===== src/rtl/countdown_display_mux.sv =====
// countdown_display_mux
//   Converts the 6-bit countdown value to two BCD digits with a sequential
//   shift-add-3 (double-dabble) engine and scans them onto one shared
//   active-low 7-segment bus. A one-entry pending buffer captures updates
//   that arrive while a conversion is running (latest wins).
//
//   Optional build macro: DISPLAY_LEADING_ZERO_BLANK_EN
//     defined   -> a tens digit of 0 is blanked while the tens digit is enabled
//     undefined -> a tens digit of 0 is shown as "0"
//
// Ports
//   clk          system clock, rising edge
//   reset        asynchronous reset, active low
//   value        binary count (0-63)
//   value_valid  single-cycle strobe, value is new
//   busy         conversion in progress (SHIFT or COMMIT)
//   bcd_tens     displayed tens digit
//   bcd_units    displayed units digit
//   an           digit enables, active low: an[0] units, an[1] tens
//   seg          segments, active low, seg[0]=a .. seg[6]=g

module countdown_display_mux #(
  parameter int unsigned REFRESH_DIV = 50000,
  parameter int unsigned CNT_W       = 6
) (
  input  logic             clk,
  input  logic             reset,
  input  logic [CNT_W-1:0] value,
  input  logic             value_valid,
  output logic             busy,
  output logic [3:0]       bcd_tens,
  output logic [3:0]       bcd_units,
  output logic [1:0]       an,
  output logic [6:0]       seg
);

  localparam int unsigned ShW  = CNT_W + 8;
  localparam int unsigned UnLo = CNT_W;
  localparam int unsigned TnLo = CNT_W + 4;
  localparam int unsigned ScnW = (REFRESH_DIV > 1) ? $clog2(REFRESH_DIV) : 1;

  typedef enum logic [1:0] {StIdle, StShift, StCommit} state_e;

  state_e           state_q, state_d;
  logic [ShW-1:0]   shift_q, shift_d, shift_nxt;
  logic [2:0]       iter_q, iter_d;
  logic             pend_q, pend_d;
  logic [CNT_W-1:0] pend_val_q, pend_val_d;
  logic [3:0]       tens_q, tens_d, units_q, units_d;
  logic             busy_q, busy_d;
  logic [ScnW-1:0]  scan_q, scan_d;
  logic [1:0]       an_q, an_d;
  logic [6:0]       seg_q, seg_d;
  logic             start;

  function automatic logic [6:0] seg_decode(input logic [3:0] d);
    logic [6:0] s;
    case (d)
      4'd0:    s = 7'b1000000;
      4'd1:    s = 7'b1111001;
      4'd2:    s = 7'b0100100;
      4'd3:    s = 7'b0110000;
      4'd4:    s = 7'b0011001;
      4'd5:    s = 7'b0010010;
      4'd6:    s = 7'b0000010;
      4'd7:    s = 7'b1111000;
      4'd8:    s = 7'b0000000;
      4'd9:    s = 7'b0010000;
      default: s = 7'b1111111;
    endcase
    return s;
  endfunction

  // One double-dabble iteration: correct nibbles >= 5, then shift left.
  always_comb begin
    logic [ShW-1:0] adj;
    adj = shift_q;
    if (adj[UnLo +: 4] >= 4'd5) adj[UnLo +: 4] = adj[UnLo +: 4] + 4'd3;
    if (adj[TnLo +: 4] >= 4'd5) adj[TnLo +: 4] = adj[TnLo +: 4] + 4'd3;
    shift_nxt = adj << 1;
  end

  // Conversion FSM and pending buffer
  always_comb begin
    state_d    = state_q;
    shift_d    = shift_q;
    iter_d     = iter_q;
    pend_d     = pend_q;
    pend_val_d = pend_val_q;
    tens_d     = tens_q;
    units_d    = units_q;
    start      = 1'b0;

    unique case (state_q)
      StIdle: begin
        start = value_valid | pend_q;
      end
      StShift: begin
        shift_d = shift_nxt;
        iter_d  = iter_q + 3'd1;
        if (iter_q == 3'(CNT_W - 1)) state_d = StCommit;
      end
      StCommit: begin
        tens_d  = shift_q[TnLo +: 4];
        units_d = shift_q[UnLo +: 4];
        state_d = StIdle;
        // A waiting value chains straight into the next conversion.
        start   = pend_q;
      end
      default: state_d = StIdle;
    endcase

    if (start) begin
      state_d = StShift;
      iter_d  = 3'd0;
      shift_d = {8'b0, (pend_q ? pend_val_q : value)};
      // Pending is consumed first; a simultaneous strobe takes its place.
      pend_d  = pend_q & value_valid;
      if (value_valid) pend_val_d = value;
    end else if (value_valid && (state_q != StIdle)) begin
      pend_d     = 1'b1;
      pend_val_d = value;
    end

    busy_d = (state_d != StIdle);
  end

  // Digit scan; seg is decoded from next-state values so it lands with an.
  always_comb begin
    logic [3:0] digit;
    if (scan_q == ScnW'(REFRESH_DIV - 1)) begin
      scan_d = '0;
      an_d   = ~an_q;
    end else begin
      scan_d = scan_q + ScnW'(1);
      an_d   = an_q;
    end
    digit = an_d[1] ? units_d : tens_d;
    seg_d = seg_decode(digit);
`ifdef DISPLAY_LEADING_ZERO_BLANK_EN
    if (!an_d[1] && (tens_d == 4'd0)) seg_d = 7'b1111111;
`else
    // Leading zero shown as "0".
`endif
  end

  always_ff @(posedge clk or negedge reset) begin
    if (!reset) begin
      state_q    <= StIdle;
      shift_q    <= '0;
      iter_q     <= '0;
      pend_q     <= 1'b0;
      pend_val_q <= '0;
      tens_q     <= '0;
      units_q    <= '0;
      busy_q     <= 1'b0;
      scan_q     <= '0;
      an_q       <= 2'b10;
      seg_q      <= 7'b1000000;
    end else begin
      state_q    <= state_d;
      shift_q    <= shift_d;
      iter_q     <= iter_d;
      pend_q     <= pend_d;
      pend_val_q <= pend_val_d;
      tens_q     <= tens_d;
      units_q    <= units_d;
      busy_q     <= busy_d;
      scan_q     <= scan_d;
      an_q       <= an_d;
      seg_q      <= seg_d;
    end
  end

  assign busy      = busy_q;
  assign bcd_tens  = tens_q;
  assign bcd_units = units_q;
  assign an        = an_q;
  assign seg       = seg_q;

endmodule

===== config.mk =====
export PLATFORM = sky130hd
export DESIGN_NAME = countdown_display_mux
export DESIGN_NICKNAME = d
export VERILOG_FILES = /design/src/rtl/countdown_display_mux.sv
export SDC_FILE = /design/constraint.sdc
export NUM_CORES = 1
export LEC_CHECK = 0
export ABC_CLOCK_PERIOD_IN_PS = 3000
export CAP_MARGIN = 30
export CELL_PAD_IN_SITES_DETAIL_PLACEMENT = 1
export CELL_PAD_IN_SITES_GLOBAL_PLACEMENT = 2
export CORE_ASPECT_RATIO = 1.75
export CORE_MARGIN = 2
export CORE_UTILIZATION = 38
export DETAILED_ROUTE_END_ITERATION = 8
export PLACE_DENSITY = 0.83
export SYNTH_ARGS = -nofsm -noshare
export SYNTH_HDL_FRONTEND = slang
export SYNTH_SLANG_ARGS = --single-unit

===== constraint.sdc =====
create_clock -name clk -period 3 [get_ports clk]
set_clock_uncertainty 0.05 [all_clocks]
set_input_delay 0.45 -clock clk [delete_from_list [all_inputs] [get_ports clk]]
set_output_delay 0.45 -clock clk [all_outputs]
set_load 0.02 [all_outputs]

=== Word-level counts from Yosys, hierarchy flattened ===
Memory sizes are Yosys's and may differ from the RTL's. A register that Yosys moved wholly into a read port is not among the register bits.
Cells that the tools add are included.

* $add $sub $neg: 4
* $lt $le $gt $ge: 2
* Reduce and logical (&&, ||, !) cells: 8
* Eq/ne operators: 5
* Bitwise operators: 3
* Multiplexer cells: 21

{| class="wikitable"
|+ Operators with widths
! kind !! count
|-
| 2-to-1 mux 14 bit || 2
|-
| 2-to-1 mux 6 bit || 4
|-
| adder 16 x 1 -> 16 bit (second input constant) || 1
|-
| == test 16 bit (second input constant) || 1
|-
| 2-to-1 mux 16 bit || 1
|-
| 2-to-1 mux 4 bit || 4
|-
| 2-to-1 mux 3 bit || 3
|-
| >= comparator 4 x 3 -> 1 bit (second input constant) || 2
|-
| nonzero test 2 bit || 4
|-
| 2-to-1 mux 2 bit || 3
|-
| adder 4 x 2 -> 4 bit (second input constant) || 1
|-
| case mux 2 bit (2 select lines) || 1
|-
| adder 3 x 1 -> 3 bit (second input constant) || 1
|-
| adder 3 x 2 -> 3 bit (second input constant) || 1
|-
| == test 3 bit (second input constant) || 1
|-
| == test 2 x 1 -> 1 bit (second input constant) || 1
|-
| == test 2 bit (second input constant) || 1
|-
| zero test 2 bit || 1
|-
| 2-to-1 mux 1 bit || 2
|-
| inequality test 2 bit (second input constant) || 1
|-
| NOT 2 bit || 1
|-
| case mux 1 bit (2 select lines) || 1
|-
| AND reduction 2 bit || 1
|-
| AND 1 bit || 1
|-
| 3 further kinds || 3
|}

* Output and inout port bits: 18
* Flip-flop bits (word level): 53
* Logic and storage cells: 55
* Input bits: 9
* Memory bits (read-only): 112
* Memories: 1

{| class="wikitable"
|+ Memories
! memory !! depth !! width !! rd ports !! clocked after memory_dff !! wr ports !! line !! text
|-
| (no name shown) || 16 || 7 || 1 || 1 || 0 || 58 || <nowiki>case (d)</nowiki>
|}

=== Longest topological paths before layout ===
Gate-level depths: netlist (run 1).

* Word-level depth: 5
* Mapped depth: 12
* Gate-level depth less buffers: 11

=== Worst setup path before layout (run 1) ===
No wires, ideal clock.

* Path kind: reg2reg
* From: register scan_q[0]
* To: register seg_q[0] (netlist: seg[0])
* Data arrival time: 2,324 ps
* Slack: 547 ps
* Clock period less this slack: 2,453 ps
* Setup time: 79 ps
* Required time: 2,871 ps
* Buffers on the path: 1
* Stages on the path, launching flop included: 13
* Cells stage by stage: dfrtp_1 ha_1 and3_1 and4_4 xnor2_4 inv_4 buf_12 nor2_1 a21o_1 ha_1 nand2_1 mux2_2 a2bb2oi_1

* Longest elaborated chain between the ends: 3

{| class="wikitable"
|+ Ends and longest elaborated chain
! what !! line !! text
|-
| from (decl) || 51 || <nowiki>logic [ScnW-1:0] scan_q, scan_d;</nowiki>
|-
| from (signal assigned) || 169 || <nowiki>scan_q <= scan_d;</nowiki>
|-
| == test 16 bit || 131 || <nowiki>if (scan_q == ScnW'(REFRESH_DIV - 1)) begin</nowiki>
|-
| 2-to-1 mux 2 bit || 131 ||
|-
| via an_d[1] || 52 || <nowiki>logic [1:0] an_q, an_d;</nowiki>
|-
| 2-to-1 mux 4 bit || 138 || <nowiki>digit = an_d[1] ? units_d : tens_d;</nowiki>
|-
| to (decl) || 53 || <nowiki>logic [6:0] seg_q, seg_d;</nowiki>
|}

The timed path passes the listed nets, and every way through them passes these cells.
A chain may end at the register's enable or synchronous reset.

=== Worst setup path in the final report (run 1) ===
* From: register scan_q[0]
* To: register seg_q[3] (netlist: seg[3])

* Longest elaborated chain between the ends: 3

{| class="wikitable"
|+ Ends and longest elaborated chain
! what !! line
|-
| == test 16 bit || 131
|-
| 2-to-1 mux 2 bit || 131
|-
| 2-to-1 mux 4 bit || 138
|}

Every way passes these cells.

==> results of run 1 <==
## path summary, 6_finish.rpt
kind | cells after the start | slack, ns | to
min | 2 | 0.22 | bcd_units[2]$_DFF_PN0_
max in group asynchronous | 2 | 2.16 | an[0]$_DFFE_PN0N_
max reg2reg | 11 | 0.29 | seg[3]$_DFF_PN0_
min in group clk | 1 | 0.41 | scan_q[0]$_DFF_PN0_
max | 11 | 0.29 | seg[3]$_DFF_PN0_
min reg2reg | 1 | 0.41 | scan_q[0]$_DFF_PN0_
## where the power goes
group	switching [mW]	internal [mW]	leakage, nW
registers	0.217	1.02	0.760
clock network	0.361	0.791	0.169
logic	0.698	0.590	0.879
## area by class of cell
type | instances | area, sq um | area share, %
clock buffers | 12 | 267 | 7.02
clock inverters | 4 | 70.1 | 1.85
inverters | 17 | 66.3 | 1.75
multi-input cells | 198 | 1460 | 38.5
flip-flops and latches | 60 | 1500 | 39.6
well taps | 90 | 113 | 2.97
repair buffers | 34 | 315 | 8.30
## through the flow
stage	power, mW	util, %	area [sq um]	setup slack, ns
after floorplan	2.06	-	3090	0.547
after global placement	2.51	43.8	3460	0.423
after detailed placement	2.56	43.8	3460	0.298
after CTS	3.74	48.0	3800	0.269
after global routing	3.93	48.0	3800	0.0854
final	3.68	48.0	3800	0.290
## registers in the layout, summed over array words and instances (netlist names), 2 cells and up
signal,count
scan_q,16
shift_q,14
seg,7
pend_val_q,6
bcd_tens,4
bcd_units,4
iter_q,3
an,2
state_q,2
## routing by layer
| metal | vias up | global-route usage [%] | share of wire (%) |
|---|---|---|---|
| li1 | 1063 | - | - |
| met1 | 1116 | 18.5 | 37 |
| met2 | 38 | 32.4 | 55 |
| met3 | 21 | 4.56 | 3.0 |
| met4 | 0 | 11.6 | 4.6 |
| met5 | - | 0 | 0 |
## placed cells by master (no fill, tap or decap), types with 3 or more instances in the layout
cell type,n
nand2_1,24
ha_1,12
clkbuf_8,3
o21ai_0,8
nor2_1,24
nor2b_1,4
nand3b_1,6
xnor2_1,12
mux2_2,7
a221o_1,5
and3_1,3
a21oi_1,6
dfrtp_1,58
clkbuf_16,9
inv_1,16
clkdlybuf4s50_1,25
nand2b_1,4
o31ai_1,3
buf_4,8
a2bb2oi_1,3
mux2i_1,20
nand3_1,12
nand4_1,4
xor2_1,11
## cells by family after synthesis
family          after synthesis  synth area share [%]
simple gates                 91                  15.0
compound gates               43                  10.5
buf+inv                      28                  4.09
flops                        60                  48.6
fa+ha+maj                    12                  4.85
mux                          28                  9.47
xor+xnor                     24                  7.40
==> summary.txt, run 1 <==
Synth
  • Post-Syn Nets: slightly above 300
  • Asr flop ratio synth: 100%
  • Post-Syn Instances: 286
  • Top cells by count, synth: dfrtp_1 (58), nand2_1 (24), nor2_1 (24)
  • Number of flops mapped to enable cells by yosys: 0
  • Flops & latches, synth: 60
  • Post-synthesis cell type count: 46
  • Syn_area_per_cell: 10.8 sq um
  • Mapped Area: around 3100 sq um
  • Synth top area share: ~47%
  • Most common cell in the synthesized netlist: dfrtp_1
  • Seq/Total Area, Yosys: 48.6%
  • Most area-consuming cells after synthesis: dfrtp_1 (47%), mux2i_1 (6.5%), ha_1 (4.9%)
  • Yosys top cell by area: dfrtp_1
  • Ys flop type: dfrtp_1
  • YS warnings: 0

Drt
  • DR DRC count: 0
  • Total wire length: a little over 7000 um
  • Routed Antenna Nets: 0
  • Via density per instance: between 5 and 6
  • Initial drt markers: about 80
  • Vias: between 2000 and 2500
  • Routed WL per cell: around 17 um
  • Total iterations of the first detailed-routing run: 4

STA
  • Slew HR: approximately 48%
  • Minimum clock period: 2.71 ns
  • Hold WS: ~0.22 ns
  • Slew Viols, Final: 0
  • Final hold vios: 0
  • Unrepaired setup endpoints after global routing: no
  • Final setup fails: 0
  • Setup total negative slack: 0 ns
  • Worst Tran Pin Value: between 0.7 and 0.8 ns
  • Fin crit share: 90.3%
  • Fmax: 369 MHz

Floorplanning
  • Row Count: 43
  • I/O pins: 27
  • Die Span Y: 123 um
  • Die footprint: approximately 8900 sq um
  • Area of the core: roughly 8000 sq um
  • Die W: between 70 and 80 um
  • Initial Utilization: a little under 40%

Pwr
  • Leakage: between 1.5 and 2 nW
  • Pwr/cell area: 969 nW/um^2
  • Maximum VDD drop: 509 uV

Clock network
  • Resize count post-CTS: 0
  • Hold buffers post-CTS: 0
  • Clock root buffer: clkbuf_16
  • CTS sink cnt: 60
  • CTS H-Tree Depth: 3
  • Worst-Skew Late Latency: around 0.33 ns
  • Clock tree from TritonCTS: done
  • Clock Tree Buf Depth: 2
  • Post-CTS setup buffer count: 0
  • Worst-path clk slew: about 0.05 ns
  • CTS Buf Count: 9

Cells and area
  • Share of cells above drive strength 1: between 10% and 20%
  • Area Overhead vs Synth: 22.8%
  • Non-Filler Instances: just over 400
  • Nets: about 340
  • Filler Cell Count: roughly 870
  • Number of antenna diodes: 0

Placement
  • Dpl cells: ~400
  • PortBufs: 26
  • Placer congestion estimate: 0.800
  • Final HPWL DP: around 5200 um

Flow run
  • Maxcap violations: 0

Worst setup path
  • Setup Crit Path Kind: reg2reg
  • Critical path's largest stage delay: between 0.3 and 0.4 ns
  • Crit path required time: between 3 and 4 ns
  • CP delay by family, top: simple AND/OR/NAND/NOR gates
  • Critical-path top delay cell: dfrtp_1
  • Worst Path Arrival: 2.91 ns
  • RR Startpoint: scan_q[0]$_DFF_PN0_
  • Worst setup SP type: flop
  • Worst Path Max Fanout: 13
  • Cell repeated most along the worst path: ha_1
  • CP Cell Sequence: ha_1 -> and3_1 -> and4_4 -> xnor2_4 -> inv_4 -> nor2_1 -> a21o_1 -> ha_1 -> nand2_1 -> mux2_2 -> a2bb2oi_1
  • Crit path buf inv count: 1
  • CP endpoint kind: flop
  • Setup crit start: scan_q[0]$_DFF_PN0_

Global routing
  • Gr usage total: between 15 and 20%
  • Antenna violations before repair: 0
  • Vias in the first global route: 2478
  • Grt ovf: 0
  • Largest net degree at the start of global routing: 61
  • Global-route wire length before repair: 12000 um

Worst hold path
  • Hold Crit Class: in2async

Run status
  • Run status: completed
No activity file was read; power rests on OpenSTA's default activity.
==> inputs of run 2 (changes only) <==
HOLD_SLACK_MARGIN = 0.02   (was unset)
==> results of run 2 <==
Final layout, timing and power as in run 1 (identical DEF).
